$ cat src/rtl/pic_n_pkg.sv
// pic_n_pkg: shared constants and helpers for the parametrised interrupt controller.
//   - register addresses, CFG bit positions, FSM state type
//   - wrap_idx: add-then-wrap helper for rotated priority indexing
package pic_n_pkg;

  localparam logic [1:0] A_IMR     = 2'd0;
  localparam logic [1:0] A_CFG     = 2'd1;
  localparam logic [1:0] A_ISR_EOI = 2'd2;
  localparam logic [1:0] A_IRR     = 2'd3;

  localparam int LTIM      = 0;
  localparam int AROT      = 1;
  localparam int VBASE_LSB = 8;

  typedef enum logic [1:0] {
    IDLE    = 2'd0,
    RESOLVE = 2'd1,
    DRIVE   = 2'd2
  } state_e;

  // EOI write: the top data bit selects specific (1) vs non-specific (0).
  function automatic int eoi_specific_bit(input int data_w);
    return data_w - 1;
  endfunction

  // Reduce v into 0..n-1; callers only pass values below 2*n.
  function automatic int wrap_idx(input int v, input int n);
    return (v >= n) ? (v - n) : v;
  endfunction

endpackage

$ cat src/rtl/pic_n_prio.sv
// pic_n_prio: combinational rotating priority encoder.
//   vec    : request/in-service vector
//   lowpri : id of the lowest-priority line; lowpri+1 (mod NUM_IRQ) is highest
//   found  : at least one bit of vec is set
//   id     : highest-priority set bit of vec
module pic_n_prio
  import pic_n_pkg::*;
#(
  parameter int NUM_IRQ = 8,
  parameter int ID_W    = $clog2(NUM_IRQ)
) (
  input  logic [NUM_IRQ-1:0] vec,
  input  logic [ID_W-1:0]    lowpri,
  output logic               found,
  output logic [ID_W-1:0]    id
);

  int                 base_s;
  logic [NUM_IRQ-1:0] rot_s;
  logic [ID_W-1:0]    pos_s;

  // Rotate so the highest-priority line lands at bit 0, find first, rotate back.
  always_comb begin
    base_s = wrap_idx(int'(lowpri) + 1, NUM_IRQ);
    rot_s  = '0;
    for (int i = 0; i < NUM_IRQ; i++) begin
      rot_s[i] = vec[ID_W'(wrap_idx(i + base_s, NUM_IRQ))];
    end
    found = 1'b0;
    pos_s = '0;
    // Scan downward so the lowest set position is the one left standing.
    for (int i = NUM_IRQ - 1; i >= 0; i--) begin
      found = found | rot_s[i];
      pos_s = rot_s[i] ? ID_W'(i) : pos_s;
    end
    id = ID_W'(wrap_idx(int'(pos_s) + base_s, NUM_IRQ));
  end

endmodule

$ cat src/rtl/pic_n_ctrl.sv
// pic_n_ctrl: NUM_IRQ-line interrupt controller with edge/level capture, fully
// nested priority, optional rotation on EOI and an INTA/vector handshake.
//   CLK, RST        : clock, synchronous active-high reset
//   IR              : request lines (already synchronous)
//   WE, RE, A, DIN  : register bus write/read strobes, address, write data
//   DOUT            : registered read data, held until the next RE
//   INT             : registered interrupt request to the CPU
//   INTA            : acknowledge pulse; VEC/VEC_VLD/SPUR answer two cycles later
module pic_n_ctrl
  import pic_n_pkg::*;
#(
  parameter int NUM_IRQ = 8,
  parameter int ID_W    = $clog2(NUM_IRQ),
  parameter int DATA_W  = 32
) (
  input  logic               CLK,
  input  logic               RST,
  input  logic [NUM_IRQ-1:0] IR,
  input  logic               WE,
  input  logic               RE,
  input  logic [1:0]         A,
  input  logic [DATA_W-1:0]  DIN,
  output logic [DATA_W-1:0]  DOUT,
  output logic               INT,
  input  logic               INTA,
  output logic [7:0]         VEC,
  output logic               VEC_VLD,
  output logic               SPUR
);

  localparam int EOI_BIT = eoi_specific_bit(DATA_W);

  logic [NUM_IRQ-1:0] ir_q_r, irr_r, isr_r, imr_r;
  logic               ltim_r, arot_r;
  logic [7:0]         vbase_r;
  logic [ID_W-1:0]    lowpri_r;
  state_e             state_r, state_nxt_s;
  logic [DATA_W-1:0]  dout_r;
  logic               int_r, vec_vld_r, spur_r;
  logic [7:0]         vec_r;

  logic               cand_found_s, top_found_s, eligible_s, resolve_s, eoi_hit_s;
  logic [ID_W-1:0]    cand_id_s, top_id_s, eoi_id_s, din_id_s;
  logic [NUM_IRQ-1:0] edge_set_s, ack_set_s, ack_clr_s, eoi_clr_s, irr_nxt_s, isr_nxt_s;
  logic [DATA_W-1:0]  rd_data_s;
  logic               din_unused_s;

  assign din_unused_s = ^DIN;
  assign din_id_s     = DIN[ID_W-1:0];

  // Position of id k in the current priority order (0 = highest).
  function automatic int rank_of(input logic [ID_W-1:0] k, input logic [ID_W-1:0] lp);
    int base;
    base = wrap_idx(int'(lp) + 1, NUM_IRQ);
    return (int'(k) >= base) ? (int'(k) - base) : (int'(k) + NUM_IRQ - base);
  endfunction

  pic_n_prio #(.NUM_IRQ(NUM_IRQ), .ID_W(ID_W)) u_cand (
    .vec(irr_r & ~imr_r), .lowpri(lowpri_r), .found(cand_found_s), .id(cand_id_s)
  );

  pic_n_prio #(.NUM_IRQ(NUM_IRQ), .ID_W(ID_W)) u_istop (
    .vec(isr_r), .lowpri(lowpri_r), .found(top_found_s), .id(top_id_s)
  );

  // Eligibility, acknowledge/EOI bit masks and next IRR/ISR values.
  always_comb begin
    eligible_s = cand_found_s &&
                 (!top_found_s || (rank_of(cand_id_s, lowpri_r) < rank_of(top_id_s, lowpri_r)));
    resolve_s  = (state_r == RESOLVE);
    edge_set_s = IR & ~ir_q_r;
    ack_set_s  = '0;
    ack_clr_s  = '0;
    if (resolve_s && eligible_s) begin
      ack_set_s[cand_id_s] = 1'b1;
      ack_clr_s[cand_id_s] = ~ltim_r;
    end else begin
      ack_set_s = '0;
      ack_clr_s = '0;
    end
    eoi_clr_s = '0;
    eoi_hit_s = 1'b0;
    eoi_id_s  = top_id_s;
    if (WE && (A == A_ISR_EOI)) begin
      if (DIN[EOI_BIT]) begin
        eoi_id_s = din_id_s;
        if (int'(din_id_s) < NUM_IRQ) begin
          eoi_hit_s = isr_r[din_id_s];
        end else begin
          eoi_hit_s = 1'b0;
        end
      end else begin
        eoi_id_s  = top_id_s;
        eoi_hit_s = top_found_s;
      end
      if (eoi_hit_s) begin
        eoi_clr_s[eoi_id_s] = 1'b1;
      end else begin
        eoi_clr_s = '0;
      end
    end else begin
      eoi_clr_s = '0;
    end
    // An edge arriving in the acknowledge cycle wins over the clear.
    irr_nxt_s = ltim_r ? IR : ((irr_r & ~ack_clr_s) | edge_set_s);
    isr_nxt_s = (isr_r & ~eoi_clr_s) | ack_set_s;
  end

  // Register read multiplexer, zero-extended to DATA_W.
  always_comb begin
    rd_data_s = '0;
    case (A)
      A_IMR:     rd_data_s[NUM_IRQ-1:0] = imr_r;
      A_CFG:     rd_data_s[15:0]        = {vbase_r, 6'b000000, arot_r, ltim_r};
      A_ISR_EOI: rd_data_s[NUM_IRQ-1:0] = isr_r;
      A_IRR:     rd_data_s[NUM_IRQ-1:0] = irr_r;
      default:   rd_data_s              = '0;
    endcase
  end

  // Request/in-service/mask/config/rotation state.
  always_ff @(posedge CLK) begin
    if (RST) begin
      ir_q_r   <= '0;
      irr_r    <= '0;
      isr_r    <= '0;
      imr_r    <= '1;
      ltim_r   <= 1'b0;
      arot_r   <= 1'b0;
      vbase_r  <= 8'h00;
      lowpri_r <= ID_W'(NUM_IRQ - 1);
    end else begin
      ir_q_r <= IR;
      irr_r  <= irr_nxt_s;
      isr_r  <= isr_nxt_s;
      if (WE && (A == A_IMR)) begin
        imr_r <= DIN[NUM_IRQ-1:0];
      end
      if (WE && (A == A_CFG)) begin
        ltim_r  <= DIN[LTIM];
        arot_r  <= DIN[AROT];
        vbase_r <= DIN[VBASE_LSB +: 8];
      end
      if (eoi_hit_s && arot_r) begin
        lowpri_r <= eoi_id_s;
      end
    end
  end

  // Acknowledge FSM state register.
  always_ff @(posedge CLK) begin
    if (RST) begin
      state_r <= IDLE;
    end else begin
      state_r <= state_nxt_s;
    end
  end

  // Acknowledge FSM next state; INTA outside IDLE is ignored.
  always_comb begin
    state_nxt_s = state_r;
    case (state_r)
      IDLE:    state_nxt_s = INTA ? RESOLVE : IDLE;
      RESOLVE: state_nxt_s = DRIVE;
      DRIVE:   state_nxt_s = IDLE;
      default: state_nxt_s = IDLE;
    endcase
  end

  // Registered outputs: VEC_VLD is high exactly while the FSM sits in DRIVE.
  always_ff @(posedge CLK) begin
    if (RST) begin
      dout_r    <= '0;
      int_r     <= 1'b0;
      vec_r     <= 8'h00;
      vec_vld_r <= 1'b0;
      spur_r    <= 1'b0;
    end else begin
      int_r     <= eligible_s;
      vec_vld_r <= resolve_s;
      if (RE) begin
        dout_r <= rd_data_s;
      end
      if (resolve_s) begin
        vec_r  <= eligible_s ? (vbase_r + 8'(cand_id_s)) : (vbase_r + 8'(NUM_IRQ - 1));
        spur_r <= ~eligible_s;
      end
    end
  end

  assign DOUT    = dout_r;
  assign INT     = int_r;
  assign VEC     = vec_r;
  assign VEC_VLD = vec_vld_r;
  assign SPUR    = spur_r;

endmodule

$ cat config.mk
export PLATFORM = sky130hd
export DESIGN_NAME = pic_n_ctrl
export DESIGN_NICKNAME = d
export VERILOG_FILES = /design/src/rtl/pic_n_pkg.sv /design/src/rtl/pic_n_prio.sv /design/src/rtl/pic_n_ctrl.sv
export SDC_FILE = /design/constraint.sdc
export NUM_CORES = 1
export LEC_CHECK = 0
export CAP_MARGIN = 40
export CORE_ASPECT_RATIO = 0.75
export CORE_UTILIZATION = 45
export DETAILED_ROUTE_END_ITERATION = 10
export PLACE_DENSITY_LB_ADDON = 0.15
export SYNTH_ARGS = -nofsm -noshare
export SYNTH_HDL_FRONTEND = slang
export SYNTH_SLANG_ARGS = --single-unit
$ cat constraint.sdc
create_clock -name CLK -period 11.4 [get_ports CLK]
set_input_delay 1.14 -clock CLK [delete_from_list [all_inputs] [get_ports CLK]]
set_output_delay 1.14 -clock CLK [all_outputs]
set_load 0.03 [all_outputs]
## Word level (Yosys, flattened, before mapping)

Index checks and enable logic that the tools add are counted.

- Logic and storage cells: 212
- Output and inout bits: 43
- Bits in latches: 0
- Bits in registers: 74
- Memories kept: 0
- ROM bits: 0
- Bits in writable memories: 0

- Bitwise logic cells: 27
- Reductions and logical operators: 12
- Div/mod/pow operators: 0
- $mul: 0
- Add/subtract/negate cells: 29
- Order comparisons: 27
- Multiplexer cells: 99
- Equal/unequal tests: 4
- Shift operators: 0

Operators by type and width:

| kind | count |
|---|---|
| 32-bit by 5-bit greater-or-equal comparator with 1-bit output (second input constant) | 10 |
| 4-bit by 32-bit adder with 32-bit output (first input constant) | 4 |
| 32-bit 2-to-1 mux | 3 |
| 3-bit 2-to-1 mux | 29 |
| 3-bit by 32-bit adder with 32-bit output (first input constant) | 2 |
| 4-bit by 32-bit adder with 32-bit output | 2 |
| 4-bit by 32-bit greater-or-equal comparator with 1-bit output | 2 |
| 4-bit by 32-bit subtractor with 32-bit output | 2 |
| 6-bit by 32-bit subtractor with 32-bit output | 2 |
| 8-bit 2-to-1 mux | 7 |
| 1-bit binary-select mux with 3-bit select | 17 |
| 8-bit AND | 5 |
| 3-bit by 5-bit < comparator with 1-bit output (second input constant) | 8 |
| 1-bit 2-to-1 mux | 39 |
| 2-bit by 32-bit adder with 32-bit output (first input constant) | 1 |
| 32-bit < comparator | 1 |
| 8-bit NOT | 4 |
| 8-bit case mux with 4 select lines | 1 |
| 3-bit by 1-bit subtractor with 3-bit output (second input constant) | 10 |
| 8-bit bitwise OR | 2 |
| 1-bit bitwise OR | 14 |
| 3-bit by 4-bit < comparator with 1-bit output (second input constant) | 3 |
| 3-bit by 4-bit adder with 5-bit output (second input constant) | 2 |
| 8-bit by 3-bit adder with 8-bit output | 1 |
| 14 further kinds | 27 |

## Longest topological paths before layout

Gate-level depths: netlist of run 1.

- Depth after elaboration: 32
- Depth in mapped cells: 48
- Mapped depth without buffers: 41

## Modules after synthesis

From an unflattened synthesis of run 1, not the netlist that was laid out.

- Cell total of the unflattened synthesis: 758
- Area total of the unflattened synthesis: 6,528.8 µm²

By module, submodules not included:

| module | instances | area each (µm²) | cells each |
|---|---|---|---|
| pic_n_ctrl | 1 | 5,014.8 | 596 |
| pic_n_prio | 2 | 757.0 | 81 |

## Worst setup path before layout of run 1

Ideal clock, no wire load.

- Path type: reg-to-reg
- Start: register lowpri_r[0]
- End: register vec_r[6], in the netlist VEC[6]
- Stages on the path, launching flop included: 45
- Path slack: 3.015 ns
- Arrival: 8.300 ns
- Library setup time: 0.086 ns
- Path through: dfxtp_1 buf_2 inv_2 ha_1 buf_6 buf_6 mux4_2 mux2i_1 a21oi_1 o21ai_0 nand2_1 a21boi_0 ha_1 fa_1 inv_1 xnor2_1 xor2_2 inv_2 (+9 left out) clkbuf_1 a21oi_1 ha_1 nand4_1 a211oi_1 o41ai_1 a31oi_1 a211oi_1 o32a_2 buf_6 nand2b_1 ha_1 inv_1 fa_1 nor2b_1 o2111ai_1 xor2_1 a211oi_1

- Cells in the longest elaborated chain, start to end: 27

RTL lines:

| element | RTL line | RTL |
|---|---|---|
| start: declaration | pic_n_ctrl.sv:36 | `logic [ID_W-1:0] lowpri_r;` |
| start signal: assignment | pic_n_ctrl.sv:131 | `lowpri_r <= ID_W'(NUM_IRQ - 1);` |
| start signal: assignment | pic_n_ctrl.sv:145 | `lowpri_r <= eoi_id_s;` |
| 3-bit by 1-bit adder with 4-bit output * | pic_n_prio.sv:24, pic_n_ctrl.sv:54 |  |
| 4-bit by 4-bit subtractor with 5-bit output or 4-bit greater-or-equal comparator (tied branches) | pic_n_pkg.sv:28 | `return (v >= n) ? (v - n) : v;` |
| 32-bit 2-to-1 mux * | pic_n_pkg.sv:28 |  |
| 4-bit by 32-bit adder with 32-bit output | pic_n_prio.sv:27 | `rot_s[i] = vec[ID_W'(wrap_idx(i + base_s, NUM_IRQ))];` |
| 32-bit by 5-bit greater-or-equal comparator with 1-bit output or 3-bit by 1-bit subtractor with 3-bit output (tied branches) | pic_n_pkg.sv:28 |  |
| 3-bit 2-to-1 mux | pic_n_pkg.sv:28 |  |
| 1-bit binary-select mux with 3-bit select | pic_n_prio.sv:27 |  |
| 1-bit 2-to-1 mux (implied by the code) (2 in a row) | pic_n_prio.sv:27 |  |
| (+10 left out) | -- |  |
| 3-bit 2-to-1 mux | pic_n_pkg.sv:28 |  |
| 3-bit by 4-bit adder with 5-bit output | pic_n_ctrl.sv:55 | `return (int'(k) >= base) ? (int'(k) - base) : (int'(k) + NUM_IRQ - base);` |
| 6-bit by 32-bit subtractor with 32-bit output | pic_n_ctrl.sv:55 |  |
| 32-bit 2-to-1 mux | pic_n_ctrl.sv:55 |  |
| 32-bit < comparator | pic_n_ctrl.sv:69 | `(!top_found_s \|\| (rank_of(cand_id_s, lowpri_r) < rank_of(top_id_s, lowpri_r)));` |
| 1-bit logical OR | pic_n_ctrl.sv:69 |  |
| 1-bit logical AND | pic_n_ctrl.sv:68 | `eligible_s = cand_found_s &&` |
| 8-bit 2-to-1 mux * | pic_n_ctrl.sv:185 | `vec_r <= eligible_s ? (vbase_r + 8'(cand_id_s)) : (vbase_r + 8'(NUM_IRQ - 1));` |
| end signal: assignment | pic_n_ctrl.sv:185 |  |
| end: declaration | pic_n_ctrl.sv:40 | `logic [7:0] vec_r;` |

Mark *: on every way between the ends. The rest lies on a longest branch, timed or not. The select of a mux whose other input is x is not followed.
A chain may end at the register's enable or synchronous reset.

## Worst setup path after layout of run 1

Same ends and word-level chain as after synthesis.

==> qor.yml, run 1 <==
numCtsBuffers: 9
cts_buffer_depth: 2
syn_to_final_growth_pct: 16.9
fp-row-count: 36
cp_slowest_cell: "xnor2_4"
port-buffer-count: 58
regArea_um2: 1460
p_per_area_nw_per_um2: 111
start_kind: "flop"
drive_gt1_frac: 0.106
relSlewSlack: 0.463
status: "finished clean"
die_w_um: 136
crit_required_ns: 11.64
ant_nets: 0
fillerInstances: 1215
yosysSeqAreaShare: 0.240
synth_area_um2: 6080
dr.pass1.iters: 5
fmax_ghz: 0.105
drc: 0
drt-wirelength-per-cell_um: 16.3
hold_path_class: "reg -> reg"
dr.first_iter.drc_count: 343
crit_top_cell: "ha_1"
min_period_over_period: 0.832
synthArstFlopShare: 0
cts_resized: 0
die_area_um2: 14000
num_vias: 5244
tns_ns: 0
initial_utilization: 0.465
cp.arrival_ns: 9.72
grt_usage: 0.231
worst_pin_slew_ns: 0.804
die_h_um: 103
max_stage_delay_ns: 0.60
crit_path_end_kind: "flop"
setup_viol: 0
cts.sink_count: 73
gp_congestion: 0.911
crit_fanout: 24
finalClockSkew_ns: 0.00180
layout.cells.non_filler: 937
wl_mm: 15.2
drv_slew: 0
viasPerCell: 5.60
ys_types: 66
fin_nets: 876
synth_flop_cell: "dfxtp_1"
vdd_ir_drop_max_uv: 89.2
p_leak_nw: 3.00
syn_inst: 697
grt_pass1_wl_mm: 25.1
antenna_found_initial: 0
root_buffer: "clkbuf_16"
multi_input_comb_area_um2: 4400
h-tree-depth: 3
ys_ff_latch: 73
rsz0062_at_grt: "no"
diodes: 0
hold_buffers: 0
clock_latency_ns: 0.32
io_pins: 90
cts_tree: "built"
synth.avg_cell_area_um2: 8.72
synth_edf_count: 0
grt_pass1_vias: 4867
dp_hpwl_mm: 12.0
post_cts_buffers: 0
coreArea_um2: 13100
grt_max_degree: 56
cap_violations: 0
globalRoute.totalOverflow: 0
final_hold_viol_count: 0
criticalPathCategory: "reg -> reg"
placed_cells: 922
cts.reportedPaths.clkPinSlew_ns: 0.05
yosys_warnings: 0
layout_min_cycle_time_ns: 9.48
## report_power, final
group          switching [mW]  internal, mW
clock network          0.0998         0.185
registers              0.0107         0.268
logic                   0.130        0.0973
## layer usage
layer  global-route usage  up-vias  share of wire
met3               0.0388       17          0.053
met2                0.339      159           0.42
met5                    0        -              0
met1                0.352     2470           0.52
li1                     -     2598              -
met4               0.0419        0          0.011
## cell families after synthesis
logic type | Yosys count | share of synthesized area
AOI/OAI and AO/OA | 143 | 0.155
other | 2 | 0.00124
adders and majority gates | 66 | 0.142
buffers and inverters | 78 | 0.0632
and+or+nand+nor | 250 | 0.209
DFF | 73 | 0.240
xor gates and xnor gates | 22 | 0.0373
muxes | 63 | 0.153
## synth_stat cells, types with 17 or more instances
library cell,number,area share
mux4_2,21,0.078
clkbuf_1,26,0.016
dfxtp_1,73,0.24
inv_1,20,0.012
mux2i_1,22,0.036
mux2_2,17,0.031
a21oi_1,65,0.054
nor2b_1,19,0.020
nand2b_1,34,0.035
nor2_1,31,0.019
nand2_1,82,0.051
nand3_1,45,0.037
ha_1,61,0.13
## worst max-delay path: cells and delay by family, from the launching register on
kind / cells / cell delay (ns)
buffers and inverters: 5 / 0.61
AOI/OAI and AO/OA: 12 / 2.80
DFF: 1 / 0.32
adders and majority gates: 8 / 2.09
and+or+nand+nor: 5 / 0.98
muxes: 1 / 0.37
xor gates and xnor gates: 7 / 2.22
## cell type report
| cell class | count | share of cell area |
|---|---|---|
| timing repair buffer | 66 | 0.0905 |
| sequential | 73 | 0.206 |
| tap | 171 | 0.0301 |
| inverter | 22 | 0.0116 |
| multi-input combinational | 591 | 0.619 |
| clock buffer | 12 | 0.0375 |
| clock inverter | 2 | 0.00528 |
## cell usage in the layout, fill, tap and decap left out, drive strengths merged, types with 2 or more instances in the layout
cell type       n
dfxtp          73
mux4           21
fa              5
a32o            8
a211oi         17
o211ai          5
nor3            4
clkdlybuf4s50  57
nor2b          19
a21boi          2
xor2            9
nor4            2
ha             61
conb           47
a21oi          65
buf             9
nor4b           4
inv            22
clkbuf         12
nor3b           3
or2             2
o311ai          3
o21a            3
o22ai           5
xnor2          13
nand3          45
and3            6
nor2           31
and4            2
mux2i          23
mux2           19
nand2b         34
a221o           2
a21o            5
nand2          82
and2            7
nand4           4
a22oi           6
o21ai          16
## worst paths after layout
| path | slack, ns | endpoint | startpoint | depth (start not counted) |
|---|---|---|---|---|
| hold / removal | 0.45 | VEC[2]$_SDFFE_PP0P_ | VEC[2]$_SDFFE_PP0P_ | 2 |
| hold reg to reg | 0.45 | VEC[2]$_SDFFE_PP0P_ | VEC[2]$_SDFFE_PP0P_ | 2 |
| setup / recovery | 1.92 | VEC[6]$_SDFFE_PP0P_ | lowpri_r[0]$_SDFFE_PP1P_ | 38 |
| setup reg to reg | 1.92 | VEC[6]$_SDFFE_PP0P_ | lowpri_r[0]$_SDFFE_PP1P_ | 38 |
## through the flow
step | power (mW) | instance area [um^2] | worst slack, ns | hold WS (ns) | util
after global routing | 0.839 | 7110 | 1.06 | 0.480 | 0.544
final | 0.791 | 7110 | 1.92 | 0.453 | 0.544
after detailed placement | 0.508 | 6800 | 1.97 | 0.450 | 0.520
after CTS | 0.792 | 7100 | 1.92 | 0.457 | 0.544
after global placement | 0.505 | 6770 | 2.06 | 0.428 | 0.519
after floorplan | 0.452 | 6250 | 3.01 | 0.417 | -
## sequential cells by signal, indices dropped and copies added, names as in the netlist
register / flops
isr_r: 8
VEC: 8
ir_q_r: 8
irr_r: 8
lowpri_r: 3
DOUT: 16
vbase_r: 8
arot_r: 1
imr_r: 8
state_r: 2
ltim_r: 1
SPUR: 1
INT: 1
Power figures use the tool's default switching activity.
==> run 2, diff against run 1 <==
==> constraint.sdc (replaced) <==
create_clock -name CLK -period 8 [get_ports CLK]
set_input_delay 0.8 -clock CLK [delete_from_list [all_inputs] [get_ports CLK]]
set_output_delay 0.8 -clock CLK [all_outputs]
set_load 0.03 [all_outputs]
==> run 2 against run 1 <==
Design area increased by 10%. Highest routed layer unchanged. Worst setup slack got worse by 1.6 ns. Worst hold slack got worse by 0.0035 ns. Die area unchanged.
==> qor.yml, run 2 (synthesized netlist as in run 1, its figures left out) <==
status: "finished clean"
fin_area_um2: 7840  # +10%
grt_pass1_wl_mm: 25.9  # +3.4%
p_leak_nw: 3.32  # +11%
hold-path-endpoint: "state_r[0]$_SDFF_PP0_"
utilization: 0.600  # +0.0561
grt_max_degree: 56  # unchanged
num_vias: 5550  # +5.8%
clock_latency_ns: 0.33  # about the same
globalRoute.totalOverflow: 0  # unchanged
tns_ns: 0  # unchanged
h-tree-depth: 3  # unchanged
grt_usage: 0.239  # +0.00806
root_buffer: "clkbuf_16"
wl_mm: 16.8  # +11%
layout_commonest_cell: "nand2_1"
die_w_um: 136  # unchanged
viasPerCell: 5.57  # -0.53%
hp-start: "state_r[0]$_SDFF_PP0_"
max_stage_delay_ns: 0.54  # -0.06 ns
dr.pass1.iters: 5  # unchanged
r2r-end: "VEC[6]$_SDFFE_PP0P_"
ant_nets: 0  # unchanged
clkPwrFrac: 0.343  # -0.017
grt_pass1_vias: 5112  # +5.0%
min_period_over_period: 0.957  # +0.125
critPathBufInv: 8  # +3
swShare: 0.309  # +0.00422
reg2reg_from: "lowpri_r[0]$_SDFFE_PP1P_"
cts.reportedPaths.clkPinSlew_ns: 0.06  # about the same
hold_path_class: "reg -> reg"
die_h_um: 103  # unchanged
postPlaceCellArea_um2: 7130  # +4.9%
coreArea_um2: 13100  # unchanged
worst_r2r_path_depth: 41  # +7.9%
cts.sink_count: 73  # unchanged
diodes: 0  # unchanged
placed_cells: 957  # +3.8%
final_cell_mix: "81 x nand2_1, 71 x dfxtp_1, 59 x buf_4"
crit_fanout: 6  # -75%
fp-row-count: 36  # unchanged
antenna_found_initial: 0  # unchanged
vdd_ir_drop_max_uv: 120  # +35%
pwr-share-seq: 0.331  # -0.021
io_pins: 90  # unchanged
crit_required_ns: 8.24  # -3.40 ns
finalClockSkew_ns: 0.00543  # +0.00363 ns
dr.first_iter.drc_count: 369  # +7.6%
drive_gt1_frac: 0.224  # +0.118
p_comb_frac: 0.326  # +0.038
p_int_mw: 0.828  # +51%
critical_path.top_delay_family: "adder cells"
setup_viol: 0  # unchanged
cts_tree: "built"
cap_violations: 0  # unchanged
drc: 0  # unchanged
layout_min_cycle_time_ns: 7.66  # -1.83 ns
criticalPathCategory: "reg -> reg"
p_sw_mw: 0.370  # +54%
final_hold_viol_count: 0  # unchanged
fmax_ghz: 0.131  # +24%
relSlewSlack: 0.481  # +0.0183
hold_buffers: 0  # unchanged
cts_buffer_depth: 2  # unchanged
holdPathStages: 1  # -1
start_kind: "flop"
numCtsBuffers: 9  # unchanged
die_area_um2: 14000  # unchanged
fin_nets: 934  # +6.6%
holdWs_ns: 0.450  # -0.00349 ns
p_per_area_nw_per_um2: 153  # +37%
drv_slew: 0  # unchanged
syn_to_final_growth_pct: 29.0
gp_congestion: 0.873  # -4.2%
cp.arrival_ns: 7.90  # -1.82 ns
worst_pin_slew_ns: 0.777  # -0.0274 ns
layout.cells.non_filler: 997  # +6.4%
crit_top_cell: "ha_1"
dp_hpwl_mm: 12.9  # +7.2%
port-buffer-count: 58  # unchanged
largest_reg_flops: 16  # unchanged
initial_utilization: 0.465  # unchanged
r2r_slack_ns: 0.34  # -1.57 ns
cp_slowest_cell: "mux4_2"
crit_path_end_kind: "flop"
drt-wirelength-per-cell_um: 16.9  # +3.9%
-- run 2: worst register-to-register path: cells and delay by family, from the launching register on --
family	cells	cell delay [ns]
DFF	1	0.38
muxes	3	0.89
xor gates and xnor gates	5	0.93
AOI/OAI and AO/OA	11	1.81
buffers and inverters	8	0.76
and+or+nand+nor	5	0.52
adders and majority gates	9	2.31
-- run 2: per-stage QoR --
step	worst slack, ns	power, mW
after floorplan	0.000164	0.649
after global placement	0.0573	0.735
after detailed placement	-0.0896	0.744
after CTS	0.00696	1.15
after global routing	-0.0673	1.26
final	0.343	1.20
-- run 2: worst max path at each step --
| stage | slack, ns | depth (start not counted) | startpoint | end |
|---|---|---|---|---|
| floorplan | 0.0002 | 44 | lowpri_r[0]$_SDFFE_PP1P_ | VEC[6]$_SDFFE_PP0P_ |
| global placement | 0.06 | 38 | lowpri_r[0]$_SDFFE_PP1P_ | VEC[6]$_SDFFE_PP0P_ |
| detailed placement | -0.09 | 38 | lowpri_r[0]$_SDFFE_PP1P_ | VEC[6]$_SDFFE_PP0P_ |
| CTS | 0.007 | 39 | lowpri_r[0]$_SDFFE_PP1P_ | VEC[6]$_SDFFE_PP0P_ |
| global route | -0.07 | 41 | lowpri_r[0]$_SDFFE_PP1P_ | VEC[7]$_SDFFE_PP0P_ |
| finish | 0.34 | 41 | lowpri_r[0]$_SDFFE_PP1P_ | VEC[6]$_SDFFE_PP0P_ |
-- run 2: what timing repair did --
item,CTS,global route
setup endpoints to repair,3,7
setup buffers,2,22
pin swaps,2,13
gates resized for setup,4,51
-- run 2: area by class of cell --
class / instances / area, um^2
fill: 1136 / 5220
timing repair buffer: 124 / 1110
clock buffer: 14 / 274
clock inverter: 2 / 35.0
inverter: 22 / 82.6
sequential: 73 / 1470
multi-input combinational: 591 / 4660
tap: 171 / 214
-- run 2: per-layer routing --
metal / GRT usage / up-vias / share of wire
met4: 0.0444 / 0 / 0.0096
li1: - / 2698 / -
met3: 0.0433 / 18 / 0.066
met2: 0.357 / 197 / 0.43
met5: 0 / - / 0
met1: 0.357 / 2637 / 0.50
-- run 2: power groups by stage --
stage | clock network (mW) | logic [mW] | registers, mW
final | 0.411 | 0.391 | 0.396
after global routing | 0.429 | 0.434 | 0.398
after CTS | 0.413 | 0.345 | 0.396
after detailed placement | 0 | 0.340 | 0.404
after global placement | 0 | 0.332 | 0.402
after floorplan | 0 | 0.237 | 0.412
